$ cat src/rtl/nearest_centroid_select_if.sv
// Streaming handshake bundle between the distance stage, the arg-min stage and its consumer.
interface nearest_centroid_select_if #(
    parameter int unsigned IW = 2,
    parameter int unsigned DW = 32
);
    logic [DW-1:0] select_dist;
    logic          select_in_valid;
    logic          select_in_ready;
    logic          select_clear;
    logic [IW-1:0] select_idx;
    logic [DW-1:0] select_min;
    logic          select_out_valid;
    logic          select_out_ready;

    modport master (
        output select_dist,
        output select_in_valid,
        input  select_in_ready,
        output select_clear,
        input  select_idx,
        input  select_min,
        input  select_out_valid,
        output select_out_ready
    );

    modport slave (
        input  select_dist,
        input  select_in_valid,
        output select_in_ready,
        input  select_clear,
        output select_idx,
        output select_min,
        output select_out_valid,
        input  select_out_ready
    );
endinterface

$ cat src/rtl/nearest_centroid_select.sv
// Streaming arg-min over K squared distances per point, with a valid/ready output register.
// Optional per-centroid assignment histogram enabled by defining NCS_HIST_EN.
module nearest_centroid_select #(
    parameter int unsigned K  = 4,
    parameter int unsigned IW = 2,
    parameter int unsigned DW = 32
`ifdef NCS_HIST_EN
    ,
    parameter int unsigned CW = 16
`endif
) (
    input  logic                            select_clk,
    input  logic                            select_rst,
    nearest_centroid_select_if.slave        bus
`ifdef NCS_HIST_EN
    ,
    input  logic [IW-1:0]                   select_hist_sel,
    output logic [CW-1:0]                   select_hist_cnt
`endif
);

    typedef enum logic [0:0] {StEmpty, StFull} out_state_e;

    localparam logic [IW-1:0] LastCnt = IW'(K - 1);

    out_state_e    state_q;
    logic [IW-1:0] cnt_q, cnt_d;
    logic [IW-1:0] idx_q, idx_d;
    logic [DW-1:0] min_q, min_d;
    logic [IW-1:0] out_idx_q;
    logic [DW-1:0] out_min_q;

    logic          in_ready;
    logic          last_beat;
    logic          beat;
    logic          complete;
    logic          take_new;
    logic [IW-1:0] fin_idx;
    logic [DW-1:0] fin_min;

    always_comb begin
        last_beat = (cnt_q == LastCnt);
        // Only the completing beat stalls while a result is still held.
        in_ready  = bus.select_clear ||
                    !((state_q == StFull) && !bus.select_out_ready && last_beat);
        beat      = bus.select_in_valid && in_ready && !bus.select_clear;
        complete  = beat && last_beat;
        take_new  = (cnt_q == '0) || (bus.select_dist < min_q);
        fin_idx   = take_new ? cnt_q : idx_q;
        fin_min   = take_new ? bus.select_dist : min_q;
    end

    always_comb begin
        cnt_d = cnt_q;
        idx_d = idx_q;
        min_d = min_q;
        if (bus.select_clear) begin
            cnt_d = '0;
            idx_d = '0;
            min_d = '0;
        end else if (beat) begin
            cnt_d = last_beat ? '0 : cnt_q + IW'(1);
            idx_d = fin_idx;
            min_d = fin_min;
        end
    end

    always_ff @(posedge select_clk or negedge select_rst) begin
        if (!select_rst) begin
            cnt_q <= '0;
            idx_q <= '0;
            min_q <= '0;
        end else begin
            cnt_q <= cnt_d;
            idx_q <= idx_d;
            min_q <= min_d;
        end
    end

    always_ff @(posedge select_clk or negedge select_rst) begin
        if (!select_rst) begin
            state_q   <= StEmpty;
            out_idx_q <= '0;
            out_min_q <= '0;
        end else if (bus.select_clear) begin
            state_q   <= StEmpty;
            out_idx_q <= '0;
            out_min_q <= '0;
        end else begin
            unique case (state_q)
                StEmpty: begin
                    if (complete) begin
                        state_q   <= StFull;
                        out_idx_q <= fin_idx;
                        out_min_q <= fin_min;
                    end
                end
                StFull: begin
                    // A completion in the handshake cycle overwrites and stays full.
                    if (complete) begin
                        out_idx_q <= fin_idx;
                        out_min_q <= fin_min;
                    end else if (bus.select_out_ready) begin
                        state_q <= StEmpty;
                    end
                end
                default: state_q <= StEmpty;
            endcase
        end
    end

    assign bus.select_in_ready  = in_ready;
    assign bus.select_out_valid = (state_q == StFull);
    assign bus.select_idx       = out_idx_q;
    assign bus.select_min       = out_min_q;

`ifdef NCS_HIST_EN
    logic [CW-1:0] hist_q [K];

    // Counted when a result is loaded, not when it is consumed; saturates at all-ones.
    always_ff @(posedge select_clk or negedge select_rst) begin
        if (!select_rst) begin
            for (int i = 0; i < int'(K); i++) begin
                hist_q[i] <= '0;
            end
        end else if (bus.select_clear) begin
            for (int i = 0; i < int'(K); i++) begin
                hist_q[i] <= '0;
            end
        end else if (complete) begin
            for (int i = 0; i < int'(K); i++) begin
                if ((fin_idx == IW'(i)) && (hist_q[i] != '1)) begin
                    hist_q[i] <= hist_q[i] + CW'(1);
                end
            end
        end
    end

    always_comb begin
        select_hist_cnt = '0;
        for (int i = 0; i < int'(K); i++) begin
            if (select_hist_sel == IW'(i)) begin
                select_hist_cnt = hist_q[i];
            end
        end
    end
`endif

endmodule

$ cat src/flat_wrapper.sv
// flat-port wrapper written by rule: the top's interface ports become plain ports
module nearest_centroid_select_flat 
#(
    parameter int unsigned K  = 4,
    parameter int unsigned IW = 2,
    parameter int unsigned DW = 32

)
  (select_clk, select_rst, bus_select_dist, bus_select_in_valid, bus_select_in_ready, bus_select_clear, bus_select_idx, bus_select_min, bus_select_out_valid, bus_select_out_ready);
  nearest_centroid_select_if #(.IW(IW), .DW(DW)) bus_i ();
  input  logic select_clk;
  input  logic select_rst;
  input wire logic [$bits(bus_i.select_dist)-1:0] bus_select_dist;
  input wire logic [$bits(bus_i.select_in_valid)-1:0] bus_select_in_valid;
  output wire logic [$bits(bus_i.select_in_ready)-1:0] bus_select_in_ready;
  input wire logic [$bits(bus_i.select_clear)-1:0] bus_select_clear;
  output wire logic [$bits(bus_i.select_idx)-1:0] bus_select_idx;
  output wire logic [$bits(bus_i.select_min)-1:0] bus_select_min;
  output wire logic [$bits(bus_i.select_out_valid)-1:0] bus_select_out_valid;
  input wire logic [$bits(bus_i.select_out_ready)-1:0] bus_select_out_ready;
  assign bus_i.select_dist = bus_select_dist;
  assign bus_i.select_in_valid = bus_select_in_valid;
  assign bus_select_in_ready = bus_i.select_in_ready;
  assign bus_i.select_clear = bus_select_clear;
  assign bus_select_idx = bus_i.select_idx;
  assign bus_select_min = bus_i.select_min;
  assign bus_select_out_valid = bus_i.select_out_valid;
  assign bus_i.select_out_ready = bus_select_out_ready;
  nearest_centroid_select #(.K(K), .IW(IW), .DW(DW)) u_core (.select_clk(select_clk), .select_rst(select_rst), .bus(bus_i));
endmodule
$ cat config.mk
export PLATFORM = sky130hd
export DESIGN_NAME = nearest_centroid_select_flat
export DESIGN_NICKNAME = d
export VERILOG_FILES = /design/src/rtl/nearest_centroid_select_if.sv /design/src/rtl/nearest_centroid_select.sv /design/src/flat_wrapper.sv
export SDC_FILE = /design/constraint.sdc
export NUM_CORES = 1
export LEC_CHECK = 0
export CAP_MARGIN = 20
export CORE_MARGIN = 2
export CORE_UTILIZATION = 49
export CTS_CLUSTER_DIAMETER = 60
export DETAILED_ROUTE_END_ITERATION = 10
export GPL_ROUTABILITY_DRIVEN = 0
export PLACE_DENSITY_LB_ADDON = 0.12
export SLEW_MARGIN = 10
export SYNTH_ARGS = -nofsm -noshare
export SYNTH_HDL_FRONTEND = slang
export SYNTH_SLANG_ARGS = --single-unit
$ cat constraint.sdc
create_clock -name select_clk -period 2.6 [get_ports select_clk]
set_input_delay 0.52 -clock select_clk [delete_from_list [all_inputs] [get_ports select_clk]]
set_output_delay 0.52 -clock select_clk [all_outputs]
set_load 0.03 [all_outputs]
==> metrics.md, run 1 <==
| Metric | Value |
|---|---|
| CTS root buf | clkbuf_8 |
| Startpoint types | input port |
| Status | finished with violations |
| Unrepaired setup endpoints after global routing | yes |
| Leakage power | 3.030 nW |
| Violated checks | negative setup slack |
| Core Box Area | 9284 um2 |
| Layout Nets | 660 |
| DP HPWL | 7.824 mm |
| Slew @ Worst Pin | 829.9 ps |
| Synth Flop Type | dfrtp_1 |
| Pre-CTS setup slack | -738.9 ps |
| Die Ht | 102.0 um |
| Count of final max-slew check failures | 0 |
| Via density | 5.696 |
| Final setup margin | -126.4 ps |
| TritonCTS buffer count | 9 |
| Synth top area cells | dfrtp_1, nand2b_1, ha_1 |
| 1st-pass router iterations | 4 |
| HP Class | input port to async pin |
| Sw Pwr | 0.0009303 W |
| Async SR Flop Fraction | 100.0% |
| Synth top area share | 37.77% |
| Mean Syn Cell Area | 9.925 um2 |
| Die area | 10400 um2 |
| Rel. slew slack | 44.67% |
| Final hold violation count | 0 |
| Crit Path Category | input port to flip-flop |
| Worst Path Max Fanout | 6 |
| Max cap viols | 0 |
| CTS tree | yes |
| Min Tclk post-route | 2726 ps |
| Cell with the most instances after synthesis | dfrtp_1 |
| Worst EP required | 2850 ps |
| GRT Residual Overflow | 0 |
| Ys Warns | 0 |
| Drt drc | 0 |
| Seq/Total Area, Yosys | 37.77% |
| Deepest clock path buffer count | 2 |
| CTS H-tree depth | 3 |
| Synth Instances | 474 |
| CTS Sinks | 71 |
| I/O Buffers | 72 |
| DIE WIDTH | 102.0 um |
| Fin crit share | 104.9% |
| Routed WL per cell | 18.71 um |
| Global-route wire length before repair | 20.33 mm |
| Clock share of power | 36.7% |
| Post-Place Cells | 696 |
| Switching share of power | 29.04% |
| Min Hold Slack | 183.8 ps |
| IO Pins | 73 |
| Arr. time, crit path | 2980 ps |
| Logic pwr share | 26.2% |
| Clock transition at the registers of the reported paths | 80 ps |
| Sequential power share | 37.1% |
| Vias in the first global route | 4104 |
| Number of enable flip-flop cells after synthesis | 0 |
| Inserted Diodes | 0 |
| Setup crit start | bus_select_dist[14] |
| FF+latch count, synth | 71 |
| Clk_lat worst skew | 350 ps |
| Synth cell types | 33 |
| Initial core utilization | 50.67% |
| Initial DRC count | 198 |
| Max VDD drop | 0.3187 mV |
| Synthesized cell area | 4705 um2 |
| Layout cells sized above 1 | 29.97% |
| Initial antenna violation count | 0 |
| Gr usage total | 24.65% |
| Clock Skews | 14.21 ps |
| Final Non-Filler Cells | 723 |
| Area grow syn2layout | 49.63% |
| Reg-to-Reg Start | u_core.min_q[5]$_DFFE_PN0P_ |
| Routed Wire Length | 13.52 mm |
| CTS Hold Buffers Added | 0 |
| Pin count of the biggest net entering global routing | 107 |
| DR vias | 4118 |
| Final Core Density | 75.82% |
| Int Pwr | 0.002273 W |
| Post-synth top cells | dfrtp_1, nand2b_1, nor2_1 |
| FMAX | 0.3668 GHz |
| Reg2Reg Setup Slack | -110 ps |
| Syn_nets | 544 |
| Critical Path End Type | flip-flop |
| # rows | 35 |
| DRT antenna net count | 0 |
| Final setup viols | 68 |
| Pwr dens | 455.1 nW/um2 |
| Yosys top cell by area | dfrtp_1 |
routing by layer:
metal	routed length [um]	track usage [%]	share of wire (%)
met3	706	3.010	5.2
met4	209	7.795	1.5
met5	0	0	0
met1	5899	35.09	44
met2	6709	39.42	50
logic make-up after synthesis:
family | count (synthesis) | synth area share, %
and+or+nand+nor | 132 | 15.21
buffers and inverters | 72 | 7.181
adders and majority gates | 33 | 8.777
DFF | 71 | 37.77
AOI/OAI and AO/OA | 132 | 23.83
muxes | 34 | 7.234
final timing paths:
kind / end / depth (start not counted)
worst max-delay path: u_core.min_q[12]$_DFFE_PN0P_ / 9
worst min-delay path: u_core.bus.select_min[1]$_DFFE_PN0P_ / 2
worst max register to register: u_core.min_q[12]$_DFFE_PN0P_ / 10
worst min register to register: u_core.idx_q[1]$_DFFE_PN0P_ / 2
max in group asynchronous: u_core.bus.select_min[11]$_DFFE_PN0P_ / 2
min in group select_clk: u_core.idx_q[1]$_DFFE_PN0P_ / 2
layout by cell type (no fill, tap or decap), types with 3 or more instances in the layout:
cell type	Yosys	layout
a2111oi_2	11	19
a2111oi_4	0	16
a211oi_2	11	33
a211oi_4	0	3
a21oi_1	12	11
buf_12	0	9
buf_4	0	50
buf_6	4	7
bufinv_16	0	4
clkbuf_16	0	4
clkbuf_8	0	9
clkdlybuf4s50_1	0	61
dfrtp_1	71	71
dlygate4sd2_1	0	3
dlymetal6s2s_1	0	4
ha_1	33	28
ha_4	0	5
inv_1	33	32
mux2i_1	34	34
nand2_1	8	8
nand2b_1	70	69
nand3_1	6	5
nor2_1	37	36
o21bai_1	34	34
state kept, by name, summed over array words and instances (netlist names):
register	cells
u_core.bus.select_idx	2
u_core.bus.select_min	32
u_core.bus.select_out_valid	1
u_core.cnt_q	2
u_core.idx_q	2
u_core.min_q	32
critical path, stage by stage:
cell and delay [ps]:
clkdlybuf4s50_1 550, ha_4 230, a21oi_1 160, a21boi_0 120, a2111o_1 540, a211oi_4 320
buf_6 170, buf_8 140, mux2i_1 220
repair_timing:
item,CTS,global route
gates resized for setup,75,64
pin swaps,12,17
setup buffers,3,3
gates cloned,1,5
setup endpoints to repair,69,68
cell type report:
class	instances	area, um2
Clock buffer	9	123.9
Clock inverter	6	133.9
Fill cell	630	2245
Inverter	33	123.9
Multi-Input combinational cell	331	3226
Sequential cell	71	1777
Tap cell	129	161.4
Timing Repair Buffer	144	1494
power groups by stage:
stage	combinational, W	clock [W]	sequential [W]
final	0.000841	0.00118	0.00119
after global routing	0.000909	0.00125	0.00119
after CTS	0.000685	0.00118	0.00119
after detailed placement	0.000615	0	0.00121
after global placement	0.000599	0	0.00120
after floorplan	0.000338	0	0.00121
metrics by stage:
stage	power (W)	TNS [ps]	instance area, um2
after floorplan	0.001543	0	4705
after global placement	0.001803	-38250	5922
after detailed placement	0.001821	-44430	5922
after CTS	0.003051	-2564	6455
after global routing	0.003349	-9822	7039
final	0.003204	-4315	7039
(Power assumes the default switching activity.)
==> inputs of run 2 (changes only) <==
==> constraint.sdc (replaced) <==
create_clock -name select_clk -period 2.35 [get_ports select_clk]
set_input_delay 0.47 -clock select_clk [delete_from_list [all_inputs] [get_ports select_clk]]
set_output_delay 0.47 -clock select_clk [all_outputs]
set_load 0.03 [all_outputs]
==> metrics.md, run 2 (same netlist as run 1, synthesis figures left out) <==
| Metric | Value |
|---|---|
| Final setup TNS | -26990 ps |
| Fillers | 549 |
| Arr. time, crit path | 3100 ps |
| Clk_lat worst skew | 360 ps |
| TritonCTS buffer count | 9 |
| Initial DRC count | 234 |
| Layout Nets | 688 |
| Int Pwr | 0.002410 W |
| Logic pwr share | 32.3% |
| CTS root buf | clkbuf_8 |
| Initial core utilization | 50.67% |
| Sequential power share | 36.9% |
| Final setup margin | -491.8 ps |
| Startpoint types | flip-flop |
| Initial antenna violation count | 0 |
| Switching share of power | 32.26% |
| Via density | 5.887 |
| 1st-pass router iterations | 5 |
| CTS Sinks | 71 |
| Clock share of power | 30.8% |
| Area grow syn2layout | 60.51% |
| Routed WL per cell | 21.02 um |
| Max cap viols | 0 |
| Pin count of the biggest net entering global routing | 107 |
| IO Pins | 73 |
| Clock transition at the registers of the reported paths | 90 ps |
| Status | finished with violations |
| DIE WIDTH | 102.0 um |
| Inserted Diodes | 0 |
| DR vias | 4427 |
| Leakage power | 3.158 nW |
| Clock Skews | 14.89 ps |
| Global-route wire length before repair | 22.89 mm |
| Die Ht | 102.0 um |
| Worst EP required | 2610 ps |
| Vias in the first global route | 4482 |
| DP HPWL | 8.153 mm |
| CTS H-tree depth | 3 |
| CTS tree | yes |
| Slew @ Worst Pin | 870.4 ps |
| Core Box Area | 9284 um2 |
| Layout cells sized above 1 | 34.35% |
| Drt drc | 0 |
| Count of final max-slew check failures | 0 |
| HP Class | input port to async pin |
| Pre-CTS setup slack | -1020 ps |
| Most common cell after layout, fill and taps aside | buf_4 |
| Min Tclk post-route | 2842 ps |
| Worst Path Max Fanout | 6 |
| Routed Wire Length | 15.80 mm |
| FMAX | 0.3519 GHz |
| CTS Hold Buffers Added | 0 |
| Die area | 10400 um2 |
| Critical Path End Type | flip-flop |
| Final setup viols | 68 |
| Unrepaired setup endpoints after global routing | yes |
| # rows | 35 |
| I/O Buffers | 72 |
| Crit Path Category | flip-flop to flip-flop |
| Sw Pwr | 0.001148 W |
| Deepest clock path buffer count | 2 |
| Pwr dens | 471.2 nW/um2 |
| Fin crit share | 120.9% |
| DRT antenna net count | 0 |
| Total power | 0.003558 W |
| Max VDD drop | 0.2893 mV |
| GRT Residual Overflow | 0 |
| Rel. slew slack | 41.97% |
| Gr usage total | 28.60% |
| Violated checks | negative setup slack |
| Commonest cells after routing, fill and taps aside | buf_4, dfrtp_1, nand2b_1 |
| Final hold violation count | 0 |
-- run 2: cell count changes in the layout (fill, tap and decap cells not counted), moves of 4 or more --
| cell | delta |
|---|---|
| buf_4 | +22 |
| a2111oi_2 | -19 |
| a2111oi_4 | +19 |
| buf_16 | +4 |
| buf_8 | +4 |
| dlygate4sd2_1 | +4 |
| dlymetal6s2s_1 | -4 |
| mux2i_1 | -4 |
-- run 2: path summary, 6_finish.rpt --
kind,from,to,slack (ps),cells past startpoint
setup / recovery,u_core.min_q[5]$_DFFE_PN0P_,u_core.bus.select_min[7]$_DFFE_PN0P_,-490,11
hold / removal,select_rst,u_core.bus.select_min[1]$_DFFE_PN0P_,120,2
setup reg to reg,u_core.min_q[5]$_DFFE_PN0P_,u_core.bus.select_min[7]$_DFFE_PN0P_,-490,11
hold reg to reg,u_core.idx_q[1]$_DFFE_PN0P_,u_core.idx_q[1]$_DFFE_PN0P_,560,2
max in group asynchronous,select_rst,u_core.cnt_q[1]$_DFFE_PN0P_,1870,2
min in group select_clk,u_core.idx_q[1]$_DFFE_PN0P_,u_core.idx_q[1]$_DFFE_PN0P_,560,2
-- run 2: power groups by stage --
stage	Sequential (W)	Clock [W]	Combinational [W]
after floorplan	0.00133	0	0.000407
after global placement	0.00133	0	0.000731
after detailed placement	0.00133	0	0.000748
after CTS	0.00131	0.00107	0.00101
after global routing	0.00132	0.00114	0.00121
final	0.00131	0.00110	0.00115
-- run 2: worst max-delay path: stages (launching register included) --
cell and delay (ps):
dfrtp_1 410, inv_2 70, ha_4 190, or3_4 330
a21oi_2 160, nor3_1 80, a2111o_1 520, buf_6 170
buf_6 140, a21o_4 250, buf_8 150, a211oi_2 250
-- run 2: area by class of cell --
| cell class | instances | area, um2 | share of cell area (%) |
|---|---|---|---|
| multi-input combinational | 331 | 3497 | 46.31 |
| timing repair buffer | 172 | 1782 | 23.60 |
| sequential | 71 | 1778 | 23.55 |
| clock buffer | 13 | 168.9 | 2.237 |
| tap | 129 | 161.4 | 2.138 |
| inverter | 33 | 123.9 | 1.640 |
| clock inverter | 3 | 40.04 | 0.5302 |
-- run 2: timing repair --
item / in CTS / in global routing
cloned: 4 / 2
buffers inserted: 8 / 4
endpoints found under the setup margin: 69 / 69
pin swaps: 34 / 34
gates resized for setup: 112 / 39
-- run 2: metrics by stage --
stage | util, % | instance area [um2] | cells | hold slack (ps)
final | 81.33 | 7551 | 752 | 121.9
after global routing | 81.33 | 7551 | 752 | 178.5
after CTS | 78.54 | 7292 | 746 | 162.0
after detailed placement | 66.75 | 6197 | 719 | 539.2
after global placement | 66.75 | 6197 | 719 | 532.2
after floorplan | - | 4836 | 474 | 174.4
-- run 2: layer usage --
layer,vias up,share of wire (%),track usage (%)
li1,2004,-,-
met2,150,51,50.71
met5,-,0,0
met3,40,4.2,3.420
met4,0,3.0,10.26
met1,2233,41,35.96
==> edit, RTL diff (flow settings as in run 2) <==
`DW` is set to 32 in 3 places; all go to 64.
--- a/src/rtl/nearest_centroid_select_if.sv
+++ b/src/rtl/nearest_centroid_select_if.sv
@@ -3,3 +3,3 @@
     parameter int unsigned IW = 2,
-    parameter int unsigned DW = 32
+    parameter int unsigned DW = 64
 );
--- a/src/rtl/nearest_centroid_select.sv
+++ b/src/rtl/nearest_centroid_select.sv
@@ -5,3 +5,3 @@
     parameter int unsigned IW = 2,
-    parameter int unsigned DW = 32
+    parameter int unsigned DW = 64
 `ifdef NCS_HIST_EN
--- a/src/flat_wrapper.sv
+++ b/src/flat_wrapper.sv
@@ -5,3 +5,3 @@
     parameter int unsigned IW = 2,
-    parameter int unsigned DW = 32
+    parameter int unsigned DW = 64
 
Ports: changed (resized bus_select_dist and bus_select_min); port bits go from 73 to 137. No check against the original RTL was run, so the function may have changed too.
==> edit against run 2 <==
The run still ends with setup timing left. Die area grew 67%. Critical path depth is the same. Sequential cell count grew 64. Power grew 110%. Cell count grew 76%. Clock power grew 130%. Synthesized area grew 70%. Routed wire length grew 47%. Largest cell class unchanged. Count of clock-buffer cells in the layout grew 8. Cell area grew 60%. Worst setup slack gained 0.090 ns.
==> edit: results (changes against run 2) <==
Run status
  • Status: finished with violations
  • Violated checks: setup timing

Cells and area
  • Nets: 1,230 (+79%)

Synthesis
  • Syn_nets: 959 (+76%)
  • Sequential share of the synthesized area: 42.2% (+4.4 points)
  • Synth area leaders: dfrtp_1, mux2i_1, nand2b_1, ha_1, nand2_1
  • Synth Area in Adders: 10.2% (+1.4 points)
  • Mux cell area share after synthesis: 16.5% (+9.3 points)

Global route
  • Vias in the first global route: 7,350 (+64%)
  • First-pass GRT wire length: 36.5 mm (+60%)
  • GR met1 Demand/Resource: 32.7% (-3.2 points)
  • Tot GR Track Use: 26.3% (-2.3 points)

Clock network
  • Reg clk slew, reported paths: 0.06 ns (-0.03 ns)
  • Htree depth: 4 (+1)
  • Num CTS Buffers: 17 (+8)
  • Root Buffer: clkbuf_16
  • Clk_lat worst skew: 0.42 ns (+0.06 ns)
  • CTS resizes: 71 (-37%)

Worst setup path
  • Critical Path Max Stage Delay: 0.50 ns (-0.02 ns)
  • Worst-path maximum fanout: 7 (+1)
  • Reg2Reg Setup Slack: -0.40 ns (+0.09 ns)
  • R2r startpoint: u_core.min_q[14]

Placement
  • HPWL after DPL: 14.6 mm (+79%)

STA
  • Setup WS post-layout: -0.402 ns (+0.0900 ns)
  • Final setup vio count: 132 (+94%)
  • Tmin final: 2.75 ns (-0.0900 ns)
  • TNS Setup: -43.60 ns (-16.61 ns)
  • Hold_ws: 0.0110 ns (-0.111 ns)
  • Slew margin rel.: 60.7% (+19 points)

Power
  • P_leak: 5.76 nW (+82%)
  • Worst VDD drop: 539 uV (+86%)
  • P_seq: 2.67 mW (+100%)

Route
  • WL/cell: 17.5 microns (-17%)
edit: cell count changes after synthesis, sizes merged, moves of 29 or more:
| cell | before | now |
|---|---|---|
| mux2i | 34 | 132 |
| nand2 | 8 | 92 |
| o21ai | 5 | 79 |
| nand2b | 70 | 136 |
| dfrtp | 71 | 135 |
| a2111oi | 35 | 1 |
| a211oi | 36 | 2 |
| o21bai | 34 | 0 |
| inv | 33 | 66 |
| ha | 33 | 65 |
| nor2 | 37 | 8 |
edit: metal layers:
metal / up-vias / routed length, microns
met5: - / 0
met4: 0 / 472
met3: 39 / 825
met2: 158 / 12100
met1: 3455 / 9830
li1: 3316 / -
edit: cell type report:
type | instances | area [sq um]
multi-input combinational | 580 | 4760
clock buffer | 21 | 480
inverter | 66 | 248
sequential | 135 | 3380
tap | 216 | 270
fill | 1078 | 3830
timing repair buffer | 296 | 2900
clock inverter | 10 | 77.6
